[src/rtl/keypad_matrix_scanner_pkg.sv]
// Shared sizes, scan FSM encoding and the pending-mask priority encoder
// for the keypad matrix scanner.
package keypad_pkg;

    localparam int NUM_ROWS   = 5;
    localparam int NUM_COLS   = 4;
    localparam int NUM_KEYS   = 20;
    localparam int KEY_CODE_W = 5;
    localparam int ROW_W      = 3;

    typedef enum logic [1:0] {
        S_DRIVE     = 2'd0,
        S_SAMPLE    = 2'd1,
        S_FRAME_END = 2'd2
    } scan_state_t;

    // Lowest set index wins so simultaneous presses drain in ascending order.
    function automatic logic [KEY_CODE_W-1:0] lowest_set(input logic [NUM_KEYS-1:0] v);
        lowest_set = '0;
        for (int k = NUM_KEYS - 1; k >= 0; k--) begin
            if (v[k]) lowest_set = KEY_CODE_W'(k);
        end
    endfunction

endpackage

[src/rtl/keypad_matrix_scanner_if.sv]
// Key event handshake between the scanner (master) and game control (slave).
interface keypad_matrix_scanner_if;

    logic [keypad_pkg::KEY_CODE_W-1:0] key_code;
    logic                              key_valid;
    logic                              key_ack;

    modport master (output key_code, output key_valid, input key_ack);
    modport slave  (input key_code, input key_valid, output key_ack);

endinterface

[src/rtl/keypad_matrix_scanner_key_debounce.sv]
// Per-key saturating frame integrator; stable flips only at the rails,
// rise_pulse marks the frame-end cycle in which stable goes 0->1.
module key_debounce #(
    parameter int DEBOUNCE_SCANS = 8
) (
    input  logic clk,
    input  logic rst,
    input  logic frame_end,
    input  logic raw,
    output logic stable,
    output logic rise_pulse
);

    localparam logic [3:0] TOP = 4'(DEBOUNCE_SCANS);

    logic [3:0] integ;
    logic [3:0] integ_next;
    logic       stable_next;

    function automatic logic [3:0] sat_step(input logic [3:0] v, input logic up);
        if (up) return (v == TOP) ? v : v + 4'd1;
        else    return (v == 4'd0) ? v : v - 4'd1;
    endfunction

    always_comb begin
        integ_next  = integ;
        stable_next = stable;
        if (frame_end) begin
            integ_next = sat_step(integ, raw);
            if (integ_next == TOP)       stable_next = 1'b1;
            else if (integ_next == 4'd0) stable_next = 1'b0;
        end
    end

    // Combinational so the parent can queue the event on the same edge stable sets.
    assign rise_pulse = stable_next & ~stable;

    always_ff @(posedge clk) begin
        if (rst) begin
            integ  <= '0;
            stable <= 1'b0;
        end else begin
            integ  <= integ_next;
            stable <= stable_next;
        end
    end

endmodule

[src/rtl/keypad_matrix_scanner.sv]
// 5x4 keypad matrix scanner: row drive/sample FSM, per-key debounce,
// pending press queue and a single-entry valid/ack key event output.
module keypad_matrix_scanner
    import keypad_pkg::*;
#(
    parameter int SCAN_DIV       = 50000,
    parameter int DEBOUNCE_SCANS = 8
) (
    input  logic                        clk,
    input  logic                        rst,
    output logic [NUM_ROWS-1:0]         row_oe,
    input  logic [NUM_COLS-1:0]         col_in,
    keypad_matrix_scanner_if.master     key_if,
    output logic [NUM_KEYS-1:0]         key_state,
    output logic                        overflow
);

    localparam int DIV_W = (SCAN_DIV > 2) ? $clog2(SCAN_DIV - 1) : 1;
    localparam logic [DIV_W-1:0] DIV_LAST = DIV_W'(SCAN_DIV - 2);

    scan_state_t          state, state_next;
    logic [ROW_W-1:0]     row, row_next;
    logic [DIV_W-1:0]     div, div_next;
    logic [NUM_KEYS-1:0]  raw;
    logic                 frame_end;

    logic [NUM_KEYS-1:0]  stable_vec;
    logic [NUM_KEYS-1:0]  rise;
    logic [NUM_KEYS-1:0]  pending, pending_next;
    logic [NUM_KEYS-1:0]  take_mask, hold_mask, dup;
    logic                 take;
    logic [KEY_CODE_W-1:0] take_code;

    // Reset parks the FSM in FRAME_END so the first cycle out of reset drives row 0
    // for the full SCAN_DIV period; with zeroed integrators that frame end is a no-op.
    always_ff @(posedge clk) begin
        if (rst) begin
            state <= S_FRAME_END;
            row   <= '0;
            div   <= '0;
        end else begin
            state <= state_next;
            row   <= row_next;
            div   <= div_next;
        end
    end

    always_comb begin
        state_next = state;
        row_next   = row;
        div_next   = div;
        unique case (state)
            S_DRIVE: begin
                if (div == DIV_LAST) begin
                    state_next = S_SAMPLE;
                    div_next   = '0;
                end else begin
                    div_next = div + DIV_W'(1);
                end
            end
            S_SAMPLE: begin
                if (row == ROW_W'(NUM_ROWS - 1)) begin
                    state_next = S_FRAME_END;
                end else begin
                    row_next   = row + ROW_W'(1);
                    state_next = S_DRIVE;
                end
            end
            S_FRAME_END: begin
                row_next   = '0;
                state_next = S_DRIVE;
            end
            default: state_next = S_FRAME_END;
        endcase
    end

    always_comb begin
        row_oe = '0;
        for (int r = 0; r < NUM_ROWS; r++) begin
            row_oe[r] = (state != S_FRAME_END) && (row == ROW_W'(r));
        end
    end

    assign frame_end = (state == S_FRAME_END);

    always_ff @(posedge clk) begin
        if (rst) begin
            raw <= '0;
        end else if (state == S_SAMPLE) begin
            for (int r = 0; r < NUM_ROWS; r++) begin
                if (row == ROW_W'(r)) begin
                    for (int c = 0; c < NUM_COLS; c++) begin
                        raw[r*NUM_COLS + c] <= ~col_in[c];
                    end
                end
            end
        end
    end

    for (genvar k = 0; k < NUM_KEYS; k++) begin : g_key
        key_debounce #(
            .DEBOUNCE_SCANS (DEBOUNCE_SCANS)
        ) u_debounce (
            .clk        (clk),
            .rst        (rst),
            .frame_end  (frame_end),
            .raw        (raw[k]),
            .stable     (stable_vec[k]),
            .rise_pulse (rise[k])
        );
    end

    assign key_state = stable_vec;

    // A press already queued or currently on offer is merged and flagged as lost.
    always_comb begin
        take      = (pending != '0) && (!key_if.key_valid || key_if.key_ack);
        take_code = lowest_set(pending);
        take_mask = '0;
        hold_mask = '0;
        for (int k = 0; k < NUM_KEYS; k++) begin
            take_mask[k] = take && (take_code == KEY_CODE_W'(k));
            hold_mask[k] = key_if.key_valid && (key_if.key_code == KEY_CODE_W'(k));
        end
        dup          = rise & (pending | hold_mask);
        pending_next = (pending & ~take_mask) | (rise & ~dup);
    end

    always_ff @(posedge clk) begin
        if (rst) begin
            pending          <= '0;
            overflow         <= 1'b0;
            key_if.key_valid <= 1'b0;
            key_if.key_code  <= '0;
        end else begin
            pending <= pending_next;
            if (dup != '0) overflow <= 1'b1;
            if (take) begin
                key_if.key_valid <= 1'b1;
                key_if.key_code  <= take_code;
            end else if (key_if.key_ack) begin
                key_if.key_valid <= 1'b0;
            end
        end
    end

endmodule

[src/flat_wrapper.sv]
// flat-port wrapper written by rule: the top's interface ports become plain ports
module keypad_matrix_scanner_flat import keypad_pkg::*;
#(
    parameter int SCAN_DIV       = 50000,
    parameter int DEBOUNCE_SCANS = 8
)
  (clk, rst, row_oe, col_in, key_state, overflow, key_if_key_code, key_if_key_valid, key_if_key_ack);
  keypad_matrix_scanner_if key_if_i ();
  input  logic clk;
  input  logic rst;
  output logic [NUM_ROWS-1:0] row_oe;
  input  logic [NUM_COLS-1:0] col_in;
  output logic [NUM_KEYS-1:0] key_state;
  output logic overflow;
  output wire logic [$bits(key_if_i.key_code)-1:0] key_if_key_code;
  output wire logic [$bits(key_if_i.key_valid)-1:0] key_if_key_valid;
  input wire logic [$bits(key_if_i.key_ack)-1:0] key_if_key_ack;
  assign key_if_key_code = key_if_i.key_code;
  assign key_if_key_valid = key_if_i.key_valid;
  assign key_if_i.key_ack = key_if_key_ack;
  keypad_matrix_scanner #(.SCAN_DIV(SCAN_DIV), .DEBOUNCE_SCANS(DEBOUNCE_SCANS)) u_core (.clk(clk), .rst(rst), .row_oe(row_oe), .col_in(col_in), .key_if(key_if_i), .key_state(key_state), .overflow(overflow));
endmodule
[config.mk]
export PLATFORM = sky130hd
export DESIGN_NAME = keypad_matrix_scanner_flat
export DESIGN_NICKNAME = d
export VERILOG_FILES = /design/src/rtl/keypad_matrix_scanner_pkg.sv /design/src/rtl/keypad_matrix_scanner_if.sv /design/src/rtl/keypad_matrix_scanner_key_debounce.sv /design/src/rtl/keypad_matrix_scanner.sv /design/src/flat_wrapper.sv
export SDC_FILE = /design/constraint.sdc
export NUM_CORES = 1
export LEC_CHECK = 0
export ABC_AREA = 0
export CAP_MARGIN = 40
export CORE_MARGIN = 8
export CORE_UTILIZATION = 50
export DETAILED_ROUTE_END_ITERATION = 10
export PLACE_DENSITY = 0.65
export SYNTH_ARGS = -nofsm -noshare
export SYNTH_HDL_FRONTEND = slang
export SYNTH_SLANG_ARGS = --single-unit
[constraint.sdc]
create_clock -name clk -period 8.4 [get_ports clk]
set_clock_uncertainty 0.05 [all_clocks]
set_input_delay 2.52 -clock clk [delete_from_list [all_inputs] [get_ports clk]]
set_output_delay 2.52 -clock clk [all_outputs]
set_load 0.05 [all_outputs]
# After elaboration in Yosys (flattened, before gate mapping)
# Cells that the tools add are included.
[word_totals]
reg_bits = 168
output_inout_bits = 32
wordCells = 503
[op_classes]
n_addsub = 42
n_eq_ne = 88
muxes = 168
bitwise_logic = 51
reduce_logical = 102
[ops]
columns = ["cell", "count"]
rows = [
  ["2-to-1 mux 4 bit", 80],
  ["== test 4 bit, second input constant", 40],
  ["logical NOT 4 bit", 40],
  ["2-to-1 mux 5 bit", 20],
  ["adder 4 x 1 -> 4 bit, second input constant", 20],
  ["== test 5 x 4 -> 1 bit, second input constant", 16],
  ["subtractor 4 x 1 -> 4 bit, second input constant", 20],
  ["2-to-1 mux 1 bit", 62],
  ["bitwise AND 20 bit", 3],
  ["logical AND 1 bit", 46],
  ["== test 5 x 3 -> 1 bit, second input constant", 8],
  ["== test 5 bit, second input constant", 8],
  ["NOT 20 bit", 2],
  ["bitwise OR 20 bit", 2],
  ["nonzero test 20 bit", 2],
  ["NOT 1 bit", 24],
  ["bitwise AND 1 bit", 20],
  ["== test 5 x 2 -> 1 bit, second input constant", 4],
  ["adder 16 x 1 -> 16 bit, second input constant", 1],
  ["== test 16 bit, second input constant", 1],
  ["2-to-1 mux 16 bit", 1],
  ["AND reduction 2 bit", 6],
  ["== test 5 x 1 -> 1 bit, second input constant", 2],
  ["logical NOT 5 bit", 2],
  ["17 further kinds", 21],
]

# Logic depth before layout (Yosys ltp)
[logic_depth]
ltp_word = 25
depth_mapped = 12
mapped_depth_nobuf = 10

# By module
# Synthesis repeated with hierarchy kept, for this count alone.
[unflattened]
hier_cells = 1310
area_unflattened_um2 = 11120.7
[modules_own_cells]
columns = ["mod", "n_inst", "cells_per_inst", "area_per_inst_um2", "seq_area_each_um2"]
rows = [
  ["key_debounce", 20, 44, 384.1, 100.1],
  ["keypad_matrix_scanner", 1, 430, 3438.3, 1361.3],
]

# Least setup slack after synthesis
# No wires, ideal clock.
[synth_path]
kind = "register -> output"
startpoint = "reg u_core.state[1]"
endpoint = "out row_oe[0]"
arrival_time_ps = 2151
required_ps = 5830
path_slack_ps = 3679
stages_incl_launch_ff = 8
n_path_buf = 5
cell_sequence = "dfxtp_1 -> clkbuf_1 -> nand2b_1 -> clkbuf_1 -> buf_2 -> clkbuf_1 -> clkbuf_1 -> and3_1"
[synth_via]
elab_chain_cells = 2
[synth_lines]
columns = ["item", "line_no", "rtl"]
rows = [
  ["start: declaration", "keypad_matrix_scanner.sv:21", "scan_state_t state, state_next;"],
  ["start signal: assignment", "keypad_matrix_scanner.sv:42", "state <= state_next;"],
  ["inequality test 2 bit", "keypad_matrix_scanner.sv:80", "row_oe[r] = (state != S_FRAME_END) && (row == ROW_W'(r));"],
  ["logical AND 1 bit", "keypad_matrix_scanner.sv:80", ""],
  ["end: declaration", "flat_wrapper.sv:11", "output logic [NUM_ROWS-1:0] row_oe;"],
]
# Every way passes these cells.

# Worst setup path after layout
[layout_path]
startpoint = "reg u_core.state[0]"
endpoint = "out row_oe[1]"
# Same word-level chain as after synthesis.

==> metrics <==
die width 169 um; area share of the largest cell type after synthesis 0.289; fmax 186 MHz; flop2flop setup slack 4.91 ns; die area 28400 sq um; share of cells above drive strength 1 0.0549; reg2reg end u_core.overflow$_SDFFE_PP0P_; Max Cap Violations 0; total setup buffers inserted after CTS 0; Post-CTS Hold Buffers 0; DRT iter0 DRCs 672; Hold Crit Depth 2; die height 169 um; Buffers on Ports 38; Leakage Power 0.00430 uW; leading area contributor after synthesis dfxtp_1; CP required 5.83 ns; Final Hold Fails 0; Worst setup SP type register; RSZ-0062 raised after global routing no; DRC 0; ANT nets after route 0; Final WS setup 3.03 ns; worst-case reg-to-reg path depth 9; GRT overflow 0; final core utilization 0.541; pwr dens 305 nW/um^2; Main synth FF type dfxtp_1; slew of the pin with the lowest slew margin 0.883 ns; Hold WC Path Type reg2reg; synth top area cells dfxtp_1 29%, nor2_1 7.7%, ha_1 5.1%; Sw Ratio 0.425; post-synthesis cell type count 77; Worst Min Path Start u_core.g_key[8].u_debounce.stable$_SDFF_PP0_; total power 3830 uW; largest net degree at the start of global routing 79; Rows 56; # setup viols final 0; area grow syn2layout 7.92%; Final GP Congestion 0.887; I/O Pins 39; most frequent cell after synthesis nor2_1; DR pass1 iterations 5; Nets 1570; asr flop ratio synth 0; clk buf depth 2; final wirelength 28.7 mm; slew margin rel. 0.403; flops & latches, synth 168; wire per inst 15.5 um; Critical Path Fanout Max 32; H-tree depth 4; Sink Count 168; Setup crit start u_core.state[0]$_SDFFE_PP0P_; most common library cells after synthesis 238 x nor2_1, 168 x dfxtp_1, 111 x a21oi_1; post-CTS resize count 0; net switching power 1630 uW; total CTS buffers 17; status completed; Peak VDD IR 0.000142 V; pre-CTS WS 3.48 ns; initial antenna violation count 0; setup_tns 0 ns; number of synthesized flops with an enable pin 0; Core Box Area 23200 sq um; effective utilization at floorplan 0.502; Post-Syn Nets 1635; critical path arrival 2.80 ns; hpwl dp 19.9 mm; Worst Hold Slack 0.427 ns; WHS Endpoint u_core.g_key[8].u_debounce.stable$_SDFF_PP0_; sequential power share 0.304; Cell Int Power 2200 uW; Cells after Synth 1581; combinational power share 0.470; Vias 10762; first-pass GRT wire length 48.3 mm; Tcrit/Tclk final 0.639; post-synthesis average cell area 7.36 sq um; RR Startpoint u_core.state[0]$_SDFFE_PP0P_; yosys warns 0; Clock power frac 0.226; CTS tree done; drt via density 5.82; sequential-to-total area share from yosys stat 0.289; Final Max Slew Viols 0; minimum clock period 5.37 ns; worst-skew pair later-pin latency 0.43 ns; nature of the critical path endpoint output port; Mapped Area 11600 sq um; root buf cell clkbuf_16; Total GRT Usage 0.202; vias in the first global route 9790; n_diodes 0; clock slew at reported path FFs 0.07 ns; type of the worst setup path reg2out
-- final cells by class --
class                   count  area [sq um]
multi-input cells        1199          7380
flip-flops and latches    168          3360
fillers                  2247         10600
clock inverters            15           213
inverters                  84           315
clock buffers              17           425
repair buffers             46           458
well taps                 319           399
-- power by group through the flow --
stage | combinational [uW] | sequential [uW] | clock, uW
finish | 1800 | 1160 | 866
global route | 2010 | 1200 | 919
CTS | 1800 | 1160 | 888
detailed placement | 1790 | 1180 | 0
global placement | 1750 | 1170 | 0
floorplan | 1510 | 1090 | 0
-- cells by family after synthesis --
logic type,after synthesis,synth area share
DFF,168,0.289
muxes,32,0.0301
adders and majority gates,47,0.0505
AOI/OAI and AO/OA,384,0.221
and+or+nand+nor,691,0.298
xor gates and xnor gates,45,0.0339
buffers and inverters,214,0.0772
-- flip-flops by register name, summed over array words and instances, names as in the netlist --
signal	flops
u_core.g_key.u_debounce.integ	80
u_core.overflow	1
u_core.pending	20
u_core.row	3
u_core.key_if.key_code	5
u_core.div	16
u_core.raw	20
u_core.state	2
u_core.key_if.key_valid	1
u_core.g_key.u_debounce.stable	20
-- through the flow --
step	instances	area, sq um
6_report	1848	12600
5_1_grt	1848	12600
4_1_cts	1848	12600
3_5_place_dp	1816	11900
3_3_place_gp	1814	11900
2_1_floorplan	1581	11600
-- layout by cell type, fill, tap and decap left out, types with 5 or more instances in the layout --
master           instances
xor2_1                  14
nand2b_1                37
nor4_1                  28
nand3b_1                13
a211oi_1                76
inv_6                    6
nor2_1                 238
and2_1                   6
and3_1                  10
o211ai_1                 6
nand3_1                 46
o221a_2                  7
a32oi_1                  5
a21boi_0                 5
a21oi_1                111
xnor2_1                 31
nand2_1                101
nor3_1                  60
inv_1                   84
clkbuf_16               17
ha_1                    47
clkdlybuf4s50_1         37
a221oi_1                17
nand4_1                 27
mux2i_1                 26
a211o_1                  6
or2_2                   17
o31ai_1                 11
nand4b_1                 6
or4_1                    7
buf_4                    8
nor3b_1                 22
or3_1                   18
dfxtp_1                168
a311oi_1                13
nor2b_1                 31
nor4b_1                  6
a31oi_1                 23
o21ai_0                 60
-- critical path, cell delays in order, from the launching register on --
cell,delay (ns)
dfxtp_1,0.59
nand2b_2,0.70
and3_1,0.26
clkdlybuf4s50_1,0.82
-- how the worst max path moves through the flow --
stage	cells after the start	endpoint
3_3_place_gp	3	row_oe[1]
3_5_place_dp	3	row_oe[1]
4_1_cts	3	row_oe[1]
5_1_grt	3	row_oe[2]
6_report	3	row_oe[1]
2_1_floorplan	7	row_oe[0]
-- layer usage --
layer  vias to the layer above  global-route usage  routed length (um)
met5                         -                   0                   0
met3                        27              0.0436                1280
li1                       5521                   -                   -
met1                      5019               0.265               13800
met2                       195               0.330               13200
met4                         0              0.0536                 383
(Power assumes the default switching activity.)
